### config.mk
export PLATFORM = sky130hd
export DESIGN_NAME = dither_frame_sequencer_flat
export DESIGN_NICKNAME = d
export VERILOG_FILES = /design/src/rtl/dither_frame_sequencer_if.sv /design/src/rtl/dither_frame_sequencer.sv /design/src/flat_wrapper.sv
export SDC_FILE = /design/constraint.sdc
export NUM_CORES = 1
export LEC_CHECK = 0
export CAP_MARGIN = 25
export CORE_MARGIN = 1
export CORE_UTILIZATION = 29
export DETAILED_ROUTE_END_ITERATION = 8
export SETUP_SLACK_MARGIN = 0.02
export SLEW_MARGIN = 10
export SYNTH_ARGS = -nofsm -noshare
export SYNTH_HDL_FRONTEND = slang
export SYNTH_SLANG_ARGS = --single-unit
### constraint.sdc
create_clock -name i_clk -period 6.8 [get_ports i_clk]
set_input_delay 0.68 -clock i_clk [delete_from_list [all_inputs] [get_ports i_clk]]
set_output_delay 0.68 -clock i_clk [all_outputs]
set_load 0.1 [all_outputs]
### src/rtl/dither_frame_sequencer_if.sv
// FIFO-side and ditherer-side signals of the frame sequencer, grouped as one bus.
// master = sequencer, slave = FIFO/ditherer environment.
interface dither_frame_sequencer_if #(
    parameter int unsigned WIDTH_BITS = 12
);
    logic [WIDTH_BITS:0] fifo_level;
    logic [7:0]          fifo_data;
    logic                fifo_rd;
    logic [7:0]          dith_in;
    logic                dith_in_valid;
    logic                dith_hsync;
    logic                dith_vsync;

    modport master (
        input  fifo_level,
        input  fifo_data,
        output fifo_rd,
        output dith_in,
        output dith_in_valid,
        output dith_hsync,
        output dith_vsync
    );

    modport slave (
        output fifo_level,
        output fifo_data,
        input  fifo_rd,
        input  dith_in,
        input  dith_in_valid,
        input  dith_hsync,
        input  dith_vsync
    );
endinterface

### src/rtl/dither_frame_sequencer.sv
// Releases Y8 lines from a FWFT FIFO into the error diffusion ditherer one full line at a time,
// generating vsync at frame start and a late hsync after each line's blanking.
module dither_frame_sequencer #(
    parameter int unsigned VSYNC_CYCLES = 2,
    parameter int unsigned MIN_HBLANK   = 4,
    parameter int unsigned WIDTH_BITS   = 12
) (
    input  logic                  i_clk,
    input  logic                  i_rst,
    input  logic                  i_start,
    input  logic                  i_abort,
    input  logic [WIDTH_BITS-1:0] i_cfg_width,
    input  logic [WIDTH_BITS-1:0] i_cfg_height,
    input  logic [7:0]            i_cfg_hblank,
    dither_frame_sequencer_if.master io_bus,
    output logic                  o_busy,
    output logic                  o_frame_done,
    output logic                  o_underrun_err
);

    typedef enum logic [2:0] {StIdle, StVsync, StWait, StActive, StHblank, StDone} state_e;

    localparam int unsigned VsBits = (VSYNC_CYCLES > 1) ? $clog2(VSYNC_CYCLES) : 1;
    localparam logic [VsBits-1:0] VsLast = VsBits'(VSYNC_CYCLES - 1);
    localparam logic [7:0] MinHblank = 8'(MIN_HBLANK);
    localparam logic [WIDTH_BITS-1:0] One = WIDTH_BITS'(1);

    state_e                r_state;
    logic [WIDTH_BITS-1:0] r_width;
    logic [WIDTH_BITS-1:0] r_height;
    logic [7:0]            r_hblank;
    logic [WIDTH_BITS-1:0] r_pix_cnt;
    logic [WIDTH_BITS-1:0] r_line_cnt;
    logic [7:0]            r_hb_cnt;
    logic [VsBits-1:0]     r_vs_cnt;
    logic                  r_fifo_rd;
    logic [7:0]            r_din;
    logic                  r_valid;
    logic                  r_hsync;
    logic                  r_vsync;
    logic                  r_busy;
    logic                  r_frame_done;
    logic                  r_underrun;

    logic [7:0]            w_hblank;
    logic                  w_level_ok;
    logic                  w_pop_empty;
    logic [WIDTH_BITS-1:0] w_line_nxt;

    assign w_hblank    = (i_cfg_hblank < MinHblank) ? MinHblank : i_cfg_hblank;
    assign w_level_ok  = io_bus.fifo_level >= {1'b0, r_width};
    assign w_pop_empty = r_fifo_rd && (io_bus.fifo_level == '0);
    assign w_line_nxt  = r_line_cnt + One;

    always_ff @(posedge i_clk) begin
        if (i_rst) begin
            r_state      <= StIdle;
            r_width      <= '0;
            r_height     <= '0;
            r_hblank     <= '0;
            r_pix_cnt    <= '0;
            r_line_cnt   <= '0;
            r_hb_cnt     <= '0;
            r_vs_cnt     <= '0;
            r_fifo_rd    <= 1'b0;
            r_din        <= '0;
            r_valid      <= 1'b0;
            r_hsync      <= 1'b0;
            r_vsync      <= 1'b0;
            r_busy       <= 1'b0;
            r_frame_done <= 1'b0;
            r_underrun   <= 1'b0;
        end else if (i_abort) begin
            // The pop issued this cycle still happened upstream; only its output is dropped.
            if (w_pop_empty) r_underrun <= 1'b1;
            r_state      <= StIdle;
            r_fifo_rd    <= 1'b0;
            r_din        <= '0;
            r_valid      <= 1'b0;
            r_hsync      <= 1'b0;
            r_vsync      <= 1'b0;
            r_busy       <= 1'b0;
            r_frame_done <= 1'b0;
        end else begin
            r_valid      <= r_fifo_rd;
            r_din        <= (r_fifo_rd && !w_pop_empty) ? io_bus.fifo_data : 8'h00;
            r_frame_done <= 1'b0;
            if (w_pop_empty) r_underrun <= 1'b1;

            unique case (r_state)
                StIdle: begin
                    if (i_start) begin
                        r_width    <= i_cfg_width;
                        r_height   <= i_cfg_height;
                        r_hblank   <= w_hblank;
                        r_underrun <= 1'b0;
                        r_busy     <= 1'b1;
                        if (i_cfg_width == '0 || i_cfg_height == '0) begin
                            r_state      <= StDone;
                            r_frame_done <= 1'b1;
                        end else begin
                            r_state  <= StVsync;
                            r_vsync  <= 1'b1;
                            r_vs_cnt <= '0;
                        end
                    end
                end
                StVsync: begin
                    if (r_vs_cnt == VsLast) begin
                        r_vsync    <= 1'b0;
                        r_line_cnt <= '0;
                        r_state    <= StWait;
                    end else begin
                        r_vs_cnt <= r_vs_cnt + 1'b1;
                    end
                end
                StWait: begin
                    if (w_level_ok) begin
                        r_state   <= StActive;
                        r_fifo_rd <= 1'b1;
                        r_pix_cnt <= '0;
                    end
                end
                StActive: begin
                    if (r_pix_cnt == r_width - One) begin
                        r_fifo_rd <= 1'b0;
                        r_hb_cnt  <= '0;
                        r_state   <= StHblank;
                    end else begin
                        r_pix_cnt <= r_pix_cnt + One;
                    end
                end
                StHblank: begin
                    // hsync is registered, so it is raised one count early to land in the last cycle.
                    if (r_hb_cnt == r_hblank - 8'd2) r_hsync <= 1'b1;
                    if (r_hb_cnt == r_hblank - 8'd1) begin
                        r_hsync    <= 1'b0;
                        r_line_cnt <= w_line_nxt;
                        if (w_line_nxt == r_height) begin
                            r_state      <= StDone;
                            r_frame_done <= 1'b1;
                        end else begin
                            r_state <= StWait;
                        end
                    end else begin
                        r_hb_cnt <= r_hb_cnt + 8'd1;
                    end
                end
                StDone: begin
                    r_state <= StIdle;
                    r_busy  <= 1'b0;
                end
                default: begin
                    r_state <= StIdle;
                    r_busy  <= 1'b0;
                end
            endcase
        end
    end

    assign io_bus.fifo_rd       = r_fifo_rd;
    assign io_bus.dith_in       = r_din;
    assign io_bus.dith_in_valid = r_valid;
    assign io_bus.dith_hsync    = r_hsync;
    assign io_bus.dith_vsync    = r_vsync;
    assign o_busy               = r_busy;
    assign o_frame_done         = r_frame_done;
    assign o_underrun_err       = r_underrun;

endmodule
### src/flat_wrapper.sv
// flat-port wrapper written by rule: the top's interface ports become plain ports
module dither_frame_sequencer_flat 
#(
    parameter int unsigned VSYNC_CYCLES = 2,
    parameter int unsigned MIN_HBLANK   = 4,
    parameter int unsigned WIDTH_BITS   = 12
)
  (i_clk, i_rst, i_start, i_abort, i_cfg_width, i_cfg_height, i_cfg_hblank, o_busy, o_frame_done, o_underrun_err, io_bus_fifo_level, io_bus_fifo_data, io_bus_fifo_rd, io_bus_dith_in, io_bus_dith_in_valid, io_bus_dith_hsync, io_bus_dith_vsync);
  dither_frame_sequencer_if #(.WIDTH_BITS(WIDTH_BITS)) io_bus_i ();
  input  logic i_clk;
  input  logic i_rst;
  input  logic i_start;
  input  logic i_abort;
  input  logic [WIDTH_BITS-1:0] i_cfg_width;
  input  logic [WIDTH_BITS-1:0] i_cfg_height;
  input  logic [7:0] i_cfg_hblank;
  output logic o_busy;
  output logic o_frame_done;
  output logic o_underrun_err;
  input wire logic [$bits(io_bus_i.fifo_level)-1:0] io_bus_fifo_level;
  input wire logic [$bits(io_bus_i.fifo_data)-1:0] io_bus_fifo_data;
  output wire logic [$bits(io_bus_i.fifo_rd)-1:0] io_bus_fifo_rd;
  output wire logic [$bits(io_bus_i.dith_in)-1:0] io_bus_dith_in;
  output wire logic [$bits(io_bus_i.dith_in_valid)-1:0] io_bus_dith_in_valid;
  output wire logic [$bits(io_bus_i.dith_hsync)-1:0] io_bus_dith_hsync;
  output wire logic [$bits(io_bus_i.dith_vsync)-1:0] io_bus_dith_vsync;
  assign io_bus_i.fifo_level = io_bus_fifo_level;
  assign io_bus_i.fifo_data = io_bus_fifo_data;
  assign io_bus_fifo_rd = io_bus_i.fifo_rd;
  assign io_bus_dith_in = io_bus_i.dith_in;
  assign io_bus_dith_in_valid = io_bus_i.dith_in_valid;
  assign io_bus_dith_hsync = io_bus_i.dith_hsync;
  assign io_bus_dith_vsync = io_bus_i.dith_vsync;
  dither_frame_sequencer #(.VSYNC_CYCLES(VSYNC_CYCLES), .MIN_HBLANK(MIN_HBLANK), .WIDTH_BITS(WIDTH_BITS)) u_core (.i_clk(i_clk), .i_rst(i_rst), .i_start(i_start), .i_abort(i_abort), .i_cfg_width(i_cfg_width), .i_cfg_height(i_cfg_height), .i_cfg_hblank(i_cfg_hblank), .io_bus(io_bus_i), .o_busy(o_busy), .o_frame_done(o_frame_done), .o_underrun_err(o_underrun_err));
endmodule
==> results of run 1 <==
==> cell families after synthesis <==
logic type | after synthesis | share of synthesized area, %
compound gates | 161 | 20.7
xor+xnor | 45 | 7.77
fa+ha+maj | 18 | 4.36
buf+inv | 66 | 5.16
flops | 83 | 32.2
mux | 9 | 1.77
simple gates | 285 | 28.1
==> Yosys cell counts (all sizes together) (16+ instances only) <==
library cell,instances,area (µm²)
xnor2,25,219
ha,18,225
inv,27,101
o21ai,16,80.1
a21oi,68,340
nor4,18,128
clkbuf,29,110
dfxtp,83,1660
xor2,20,183
nand3,28,140
and3,17,106
nor2,37,139
nand2,94,353
nor3,21,110
==> metal layers <==
layer,vias up,wire [µm]
met1,2323,7420
li1,2515,-
met4,0,176
met3,13,731
met2,128,6300
met5,-,0
==> placed cells by master (no fill, tap or decap), types with 15 or more instances in the layout <==
cell type,instances
xnor2_1,25
clkdlybuf4s50_1,70
nor2_1,36
nor4_1,17
and3_1,17
a21oi_1,68
nand3_1,28
dfxtp_1,83
inv_1,27
nand2_1,94
ha_1,18
xor2_1,19
nor3_1,20
o21ai_0,15
==> flip-flops by register name, summed over array words and instances, names as in the netlist <==
register / cells
u_core.io_bus.dith_hsync: 1
u_core.io_bus.dith_in: 8
u_core.io_bus.dith_in_valid: 1
u_core.io_bus.dith_vsync: 1
u_core.io_bus.fifo_rd: 1
u_core.o_busy: 1
u_core.o_frame_done: 1
u_core.o_underrun_err: 1
u_core.r_hb_cnt: 8
u_core.r_hblank: 8
u_core.r_height: 12
u_core.r_line_cnt: 12
u_core.r_pix_cnt: 12
u_core.r_state: 3
u_core.r_vs_cnt: 1
u_core.r_width: 12
==> final cells by class <==
type,instances,area [µm²]
clock inverters,7,75.1
well taps,225,282
fillers,1793,11000
repair buffers,76,739
clock buffers,9,225
flip-flops and latches,83,1660
multi-input cells,518,3240
inverters,28,105
==> per-stage QoR <==
step	utilization (%)	area, µm²	hold WS (ps)	worst slack [ps]
6_report	36.5	6330	468	3430
5_1_grt	36.5	6330	487	3290
4_1_cts	36.5	6330	470	3520
3_5_place_dp	34.7	6030	460	3150
3_3_place_gp	34.7	6030	457	3190
2_1_floorplan	-	5170	448	3930
==> power by group <==
| group | internal (mW) | switching, mW |
|---|---|---|
| sequential | 0.497 | 0.0168 |
| combinational | 0.0812 | 0.0886 |
| clock | 0.287 | 0.220 |
| total | 0.865 | 0.326 |
==> worst min-delay path, delay by kind of cell, from the launching register on <==
kind / cells / cell delay, ps
flip-flops: 1 / 320
AND/OR/NAND/NOR: 1 / 50
AO/OA/AOI/OAI: 1 / 50
==> path summary, 6_finish.rpt <==
check	depth (start not counted)	to	start	slack (ps)
hold reg to reg	2	u_core.r_hblank[7]$_SDFFE_PP0P_	u_core.r_hblank[7]$_SDFFE_PP0P_	470
setup / recovery	10	u_core.r_pix_cnt[3]$_SDFFE_PP0P_	io_bus_fifo_level[6]	3430
hold / removal	2	u_core.r_hblank[7]$_SDFFE_PP0P_	u_core.r_hblank[7]$_SDFFE_PP0P_	470
setup reg to reg	8	u_core.r_pix_cnt[3]$_SDFFE_PP0P_	u_core.r_state[1]$_SDFFE_PP0P_	3570
==> metrics.txt, run 1 <==
fin crit period=3370 ps; number of max-cap violations=0; met1 usage in global routing=23.0%; # IOs=72; share of layout cells above drive strength 1=5.83%; CTS Sinks=83; post-DP HPWL=10700 µm; Hold Path Class=flop to flop; Yosys warning total=0; Setup TNS=0 ps; Crit Path Category=input pin to flop; GR Overflow Total=0; first-pass GRT wire length=23600 µm; Setup Skew=8.37 ps; Tot GR Track Use=16.4%; Hold Fails Final Rpt=0; worst path bufs/invs=2; Rel. slew slack=34.7%; post-synthesis sequential area ratio=32.2%; hold_buf cts=0; Detailed Routing Iterations Pass 1=7; num rows=48; fin cells=946; Startpoint Class=input pin; status=completed; initial DRC count=315; # Post-CTS Setup Buffers=0; Final setup viols=0; antenna violations before repair=0; Placer Congestion=0.859; Post-synth EDFFs=0; met2 Resource Use GR=24.8%; Synth Cell Area=5170 µm²; CTS tree=done; fin nets=791; WL per Instance=15.5 µm; die outline width=135 µm; CTS Buffer Depth=2; Fmax achieved=0.296 GHz; Post-Place Cells=930; die area=18400 µm²; ANT cells=0; Worst Path Arrival=3650 ps; routed wire length=14600 µm; Slew @ Worst Pin=977 ps; Synth Flop Type=dfxtp_1; CTS Root Cell=clkbuf_16; RSZ-0062 raised after global routing=no; Core ar.=17400 µm²; clk_lat worst skew=350 ps; Area Growth Syn to Fin=22.5%; port bufs=71; Synth Area per Inst=7.75 µm²; CTS resizes=0; Pleak=2.22 nW; Pins Over Slew Limit=0; Tot Pwr=1.19 mW; maximum vdd drop=0.113 mV; htree depth=3; Synth Net Count=742; Clock transition at path regs=70 ps; Yosys cell types=73; Die H=135 µm; M3 GR Usage=3.70%; PwrDens=188 nW/µm²; Most Crowded Layer GR=met2; largest net degree at the start of global routing=52; worst path required time=7070 ps; total CTS buffers=9; crit share post-route=49.6%; routed via count=4979; FF+latch count, synth=83; vias in the first global route=4527; # DRC=0; asr flop ratio synth=0%; crit-path max cell delay=810 ps; Worst path slowest cell=a2111oi_0; critical path peak fanout=5; remaining antenna violation count=0; vias per cell=5.26; Crit path max-delay family=compound AO/OA/AOI/OAI gates; Crit. End Element=flop; initial core utilization=29.8%; post-synthesis cell count=667; crit path cell chain=clkdlybuf4s50_1 -> ha_1 -> a21o_1 -> a21o_1 -> a2111oi_0 -> a2111oi_0 -> buf_1 -> nor2_1 -> o311ai_0 -> o31ai_1
Power figures use the tool's default switching activity.
==> run 2: changes to the inputs <==
==> constraint.sdc (replaced) <==
create_clock -name i_clk -period 3.5 [get_ports i_clk]
set_input_delay 0.35 -clock i_clk [delete_from_list [all_inputs] [get_ports i_clk]]
set_output_delay 0.35 -clock i_clk [all_outputs]
set_load 0.1 [all_outputs]
==> run 2 against run 1 <==
Effect of this change: critical path depth fell by 1; global-route usage barely moved; sequential share of layout area fell by 0.50 points; worst hold slack got worse by 7.6 ps; clock-buffer cell count rose by 1; largest cell class unchanged.
==> metrics.txt, run 2 (synthesis results as in run 1) <==
status=completed; vias per cell=5.24; Tot GR Track Use=16.4%; Clock transition at path regs=70 ps; ANT cells=0; reg2reg end=u_core.r_line_cnt[4]$_SDFFE_PP0P_; placed inst area=6110 µm²; CTS resizes=0; Area Growth Syn to Fin=24.9%; Placer Congestion=0.854; PnR worst setup slack=472 ps; # IOs=72; critical path peak fanout=8; hold_buf cts=0; Setup Skew=13.7 ps; commonest non-fill, non-tap cell in the layout=nand2_1; internal power=1.83 mW; Core ar.=17400 µm²; num rows=48; htree depth=3; Net Sw Frac=25.2%; # DRC=0; # Post-CTS Setup Buffers=0; die outline width=135 µm; CTS Buffer Depth=2; share of layout cells above drive strength 1=7.10%; fin nets=802; routed via count=5018; maximum vdd drop=0.276 mV; vias in the first global route=4572; origin of the worst min-delay path=i_rst; worst path required time=3780 ps; CTS tree=done; Slew @ Worst Pin=986 ps; remaining antenna violation count=0; clk_lat worst skew=350 ps; Min-Delay Path Depth=3; die area=18400 µm²; dpl ws=360 ps; first-pass GRT wire length=23700 µm; Hold Path Class=input pin to flop; Worst Path Arrival=3310 ps; Clk network pwr share=45.4%; Final setup viols=0; crit share post-route=86.5%; Pins Over Slew Limit=0; largest net degree at the start of global routing=51; Rel. slew slack=34.1%; depth of the worst register-to-register path=9; Setup TNS=0 ps; most frequent cells in the layout=94 x nand2_1, 83 x dfxtp_1, 70 x clkdlybuf4s50_1; Sequential Power Share=40.8%; CTS Root Cell=clkbuf_16; CTS Sinks=83; Crit. End Element=flop; WL per Instance=15.2 µm; Fmax achieved=0.330 GHz; Crit Path Category=flop to flop; Hold Fails Final Rpt=0; Startpoint Class=flop; post-DP HPWL=10800 µm; CP startpoint=u_core.r_hblank[2]$_SDFFE_PP0P_; FF-to-FF setup slack=470 ps; Detailed Routing Iterations Pass 1=5; total CTS buffers=9; GR Overflow Total=0; Pleak=2.29 nW; routed wire length=14600 µm; Hold EP=u_core.o_underrun_err$_SDFF_PP0_; initial DRC count=309; antenna violations before repair=0; port bufs=71; number of max-cap violations=0; fin crit period=3030 ps; Die H=135 µm; RSZ-0062 raised after global routing=no; Sw Pwr=0.616 mW; PwrDens=378 nW/µm²; Finished Cell Area=6450 µm²; initial core utilization=29.8%; logic gate share of total power=13.8%; worst r2r src=u_core.r_hblank[2]$_SDFFE_PP0P_
[run 2: cell types whose count changed in the layout (fill, tap and decap cells not counted)]
cell / previous run / this run
clkinvlp_4: 0 / 1
bufinv_16: 1 / 3
buf_4: 4 / 15
inv_6: 2 / 1
clkbuf_1: 0 / 2
clkinv_2: 2 / 1
clkinv_4: 2 / 0
buf_1: 1 / 0
[run 2: area by class of cell]
cell class	count	area, µm²
repair buffers	87	822
clock buffers	10	229
well taps	225	282
multi-input cells	518	3240
inverters	28	105
clock inverters	6	111
fillers	1802	10900
flip-flops and latches	83	1660
[run 2: layer usage]
metal / GRT usage (%) / part of all wire, % / vias up
met4: 5.18 / 1.4 / 0
met2: 25.1 / 43 / 144
met1: 23.0 / 50 / 2316
met5: 0 / 0 / -
li1: - / - / 2544
met3: 3.25 / 6.0 / 14
[run 2: worst max path at each step]
stage,cells after the start,to,slack [ps]
floorplan,10,u_core.r_line_cnt[3]$_SDFFE_PP0P_,630
global placement,10,u_core.r_pix_cnt[7]$_SDFFE_PP0P_,490
detailed placement,10,u_core.r_pix_cnt[8]$_SDFFE_PP0P_,360
CTS,9,u_core.r_line_cnt[4]$_SDFFE_PP0P_,510
global route,9,u_core.r_line_cnt[4]$_SDFFE_PP0P_,200
finish,9,u_core.r_line_cnt[4]$_SDFFE_PP0P_,470
[run 2: critical path, stage by stage (launching register included)]
cell	delay, ps
dfxtp_1	370
inv_1	100
ha_1	190
or3b_2	520
nor4_1	250
xor2_1	190
or4_4	480
nor3_2	480
a41oi_1	190
a31oi_1	170
[run 2: metrics by stage]
stage / total power, mW / instances / util [%] / hold WS (ps)
after detailed placement: 1.35 / 940 / 35.2 / 462
after CTS: 2.47 / 956 / 37.2 / 440
after global placement: 1.35 / 940 / 35.2 / 456
after global routing: 2.55 / 957 / 37.2 / 469
final: 2.44 / 957 / 37.2 / 461
after floorplan: 1.22 / 667 / - / 448
[run 2: power groups by stage]
stage	Sequential (mW)	Combinational [mW]	Clock (mW)
2_1_floorplan	1.01	0.209	0
3_3_place_gp	1.02	0.332	0
3_5_place_dp	1.02	0.334	0
4_1_cts	0.997	0.336	1.14
5_1_grt	0.999	0.372	1.17
6_report	0.997	0.336	1.11
==> run 3: changes to the inputs <==
--- a/config.mk
+++ b/config.mk
@@ -8,7 +8,9 @@
 export CAP_MARGIN = 25
 export CORE_MARGIN = 1
 export CORE_UTILIZATION = 29
+export CTS_CLUSTER_DIAMETER = 150
 export DETAILED_ROUTE_END_ITERATION = 8
+export DONT_BUFFER_PORTS = 1
 export SETUP_SLACK_MARGIN = 0.02
 export SLEW_MARGIN = 10
 export SYNTH_ARGS = -nofsm -noshare
==> run 3 against run 2 <==
Effect of this change: flip-flop and latch count is the same; largest cell class unchanged; first-iteration DRC count shrank 11%; sequential power hardly changed; clock power decreased by 21%; critical path type unchanged.
==> metrics.txt, run 3 (synthesis results as in run 1) <==
initial core utilization=29.8%; maximum vdd drop=0.238 mV; critical path peak fanout=11; port bufs=0; clk_lat worst skew=350 ps; Slew @ Worst Pin=1060 ps; Placer Congestion=0.855; num rows=48; largest net degree at the start of global routing=52; Setup crit end=u_core.r_pix_cnt[7]$_SDFFE_PP0P_; Die H=135 µm; Pins Over Slew Limit=0; die area=18400 µm²; Startpoint Class=flop; Rel. slew slack=29.5%; RSZ-0062 raised after global routing=no; die outline width=135 µm; Detailed Routing Iterations Pass 1=4; initial DRC count=275; vias in the first global route=4298; Setup Skew=8.53 ps; hold_buf cts=0; PwrDens=376 nW/µm²; vias per cell=5.44; antenna violations before repair=0; status=completed; post-DP HPWL=10500 µm; Reg area=1660 µm²; Tot GR Track Use=15.7%; multi-input logic area=3240 µm²; worst r2r src=u_core.r_width[6]$_SDFFE_PP0P_; CTS tree=done; share of layout cells above drive strength 1=6.88%; Hold Path Class=input pin to flop; number of max-cap violations=0; FF-to-FF setup slack=410 ps; ANT cells=0; htree depth=3; Clock transition at path regs=60 ps; Area Growth Syn to Fin=9.08%; fin nets=725; most frequent cells in the layout=94 x nand2_1, 83 x dfxtp_1, 68 x a21oi_1; CTS Buffer Depth=2; GR Overflow Total=0; Pleak=1.95 nW; routed wire length=14000 µm; Hold Fails Final Rpt=0; Setup TNS=0 ps; total CTS buffers=9; Fmax achieved=0.323 GHz; depth of the worst register-to-register path=9; Core ar.=17400 µm²; crit share post-route=88.4%; CP startpoint=u_core.r_width[6]$_SDFFE_PP0P_; Worst Path Arrival=3380 ps; Final setup viols=0; Hold WS=63.9 ps; # DRC=0; Crit. End Element=flop; CTS Root Cell=clkbuf_16; routed via count=4784; first-pass GRT wire length=22500 µm; WL per Instance=16.0 µm; fill count=1822; CTS Sinks=83; CTS resizes=0; commonest non-fill, non-tap cell in the layout=nand2_1; # Post-CTS Setup Buffers=0; fin crit period=3090 ps; reg2reg end=u_core.r_pix_cnt[7]$_SDFFE_PP0P_; remaining antenna violation count=0; # IOs=72; Crit Path Category=flop to flop; worst path required time=3780 ps
[run 3: metrics by stage]
step                utilization [%]  power (mW)  std cells  worst slack, ps  cell area, µm²
floorplan                         -        1.22        667              631            5170
global placement               30.9        1.26        864              599            5370
detailed placement             30.9        1.26        864              525            5370
CTS                            32.5        2.14        879              479            5640
global route                   32.5        2.22        879              261            5640
finish                         32.5        2.12        879              406            5640
[run 3: cell type report]
class	count	share of cell area, %
clock buffer	11	4.31
multi-input combinational	518	57.5
inverter	28	1.86
clock inverter	4	0.488
tap	225	4.99
timing repair buffer	10	1.33
sequential	83	29.5
[run 3: worst min path at each step]
stage / start / end / cells after the start
2_1_floorplan: u_core.r_hblank[7]$_SDFFE_PP0P_ / u_core.r_hblank[7]$_SDFFE_PP0P_ / 2
3_3_place_gp: i_rst / u_core.r_height[5]$_SDFFE_PP0P_ / 1
3_5_place_dp: i_rst / u_core.r_height[7]$_SDFFE_PP0P_ / 1
4_1_cts: i_rst / u_core.r_height[7]$_SDFFE_PP0P_ / 1
5_1_grt: i_rst / u_core.r_height[7]$_SDFFE_PP0P_ / 1
6_report: i_rst / u_core.r_height[5]$_SDFFE_PP0P_ / 1
[run 3: critical path: stages (launching register included)]
cell,delay [ps]
dfxtp_1,480
inv_1,80
ha_1,290
a21o_1,160
a21o_1,160
a2111oi_0,790
a21oi_1,320
nand3_1,370
or4_1,210
mux2i_1,170
[run 3: metal layers]
metal	global-route usage [%]	routed length, µm	vias up
li1	-	-	2375
met1	21.5	6840	2254
met2	24.0	6080	146
met4	3.62	108	0
met5	0	0	-
met3	4.68	1010	9
[run 3: power by group]
group	internal, mW	leakage [nW]	total (mW)	switching [mW]
clock network	0.495	0.124	0.876	0.382
logic	0.103	1.16	0.239	0.136
registers	0.966	0.673	1.01	0.0397
total	1.56	1.95	2.12	0.558
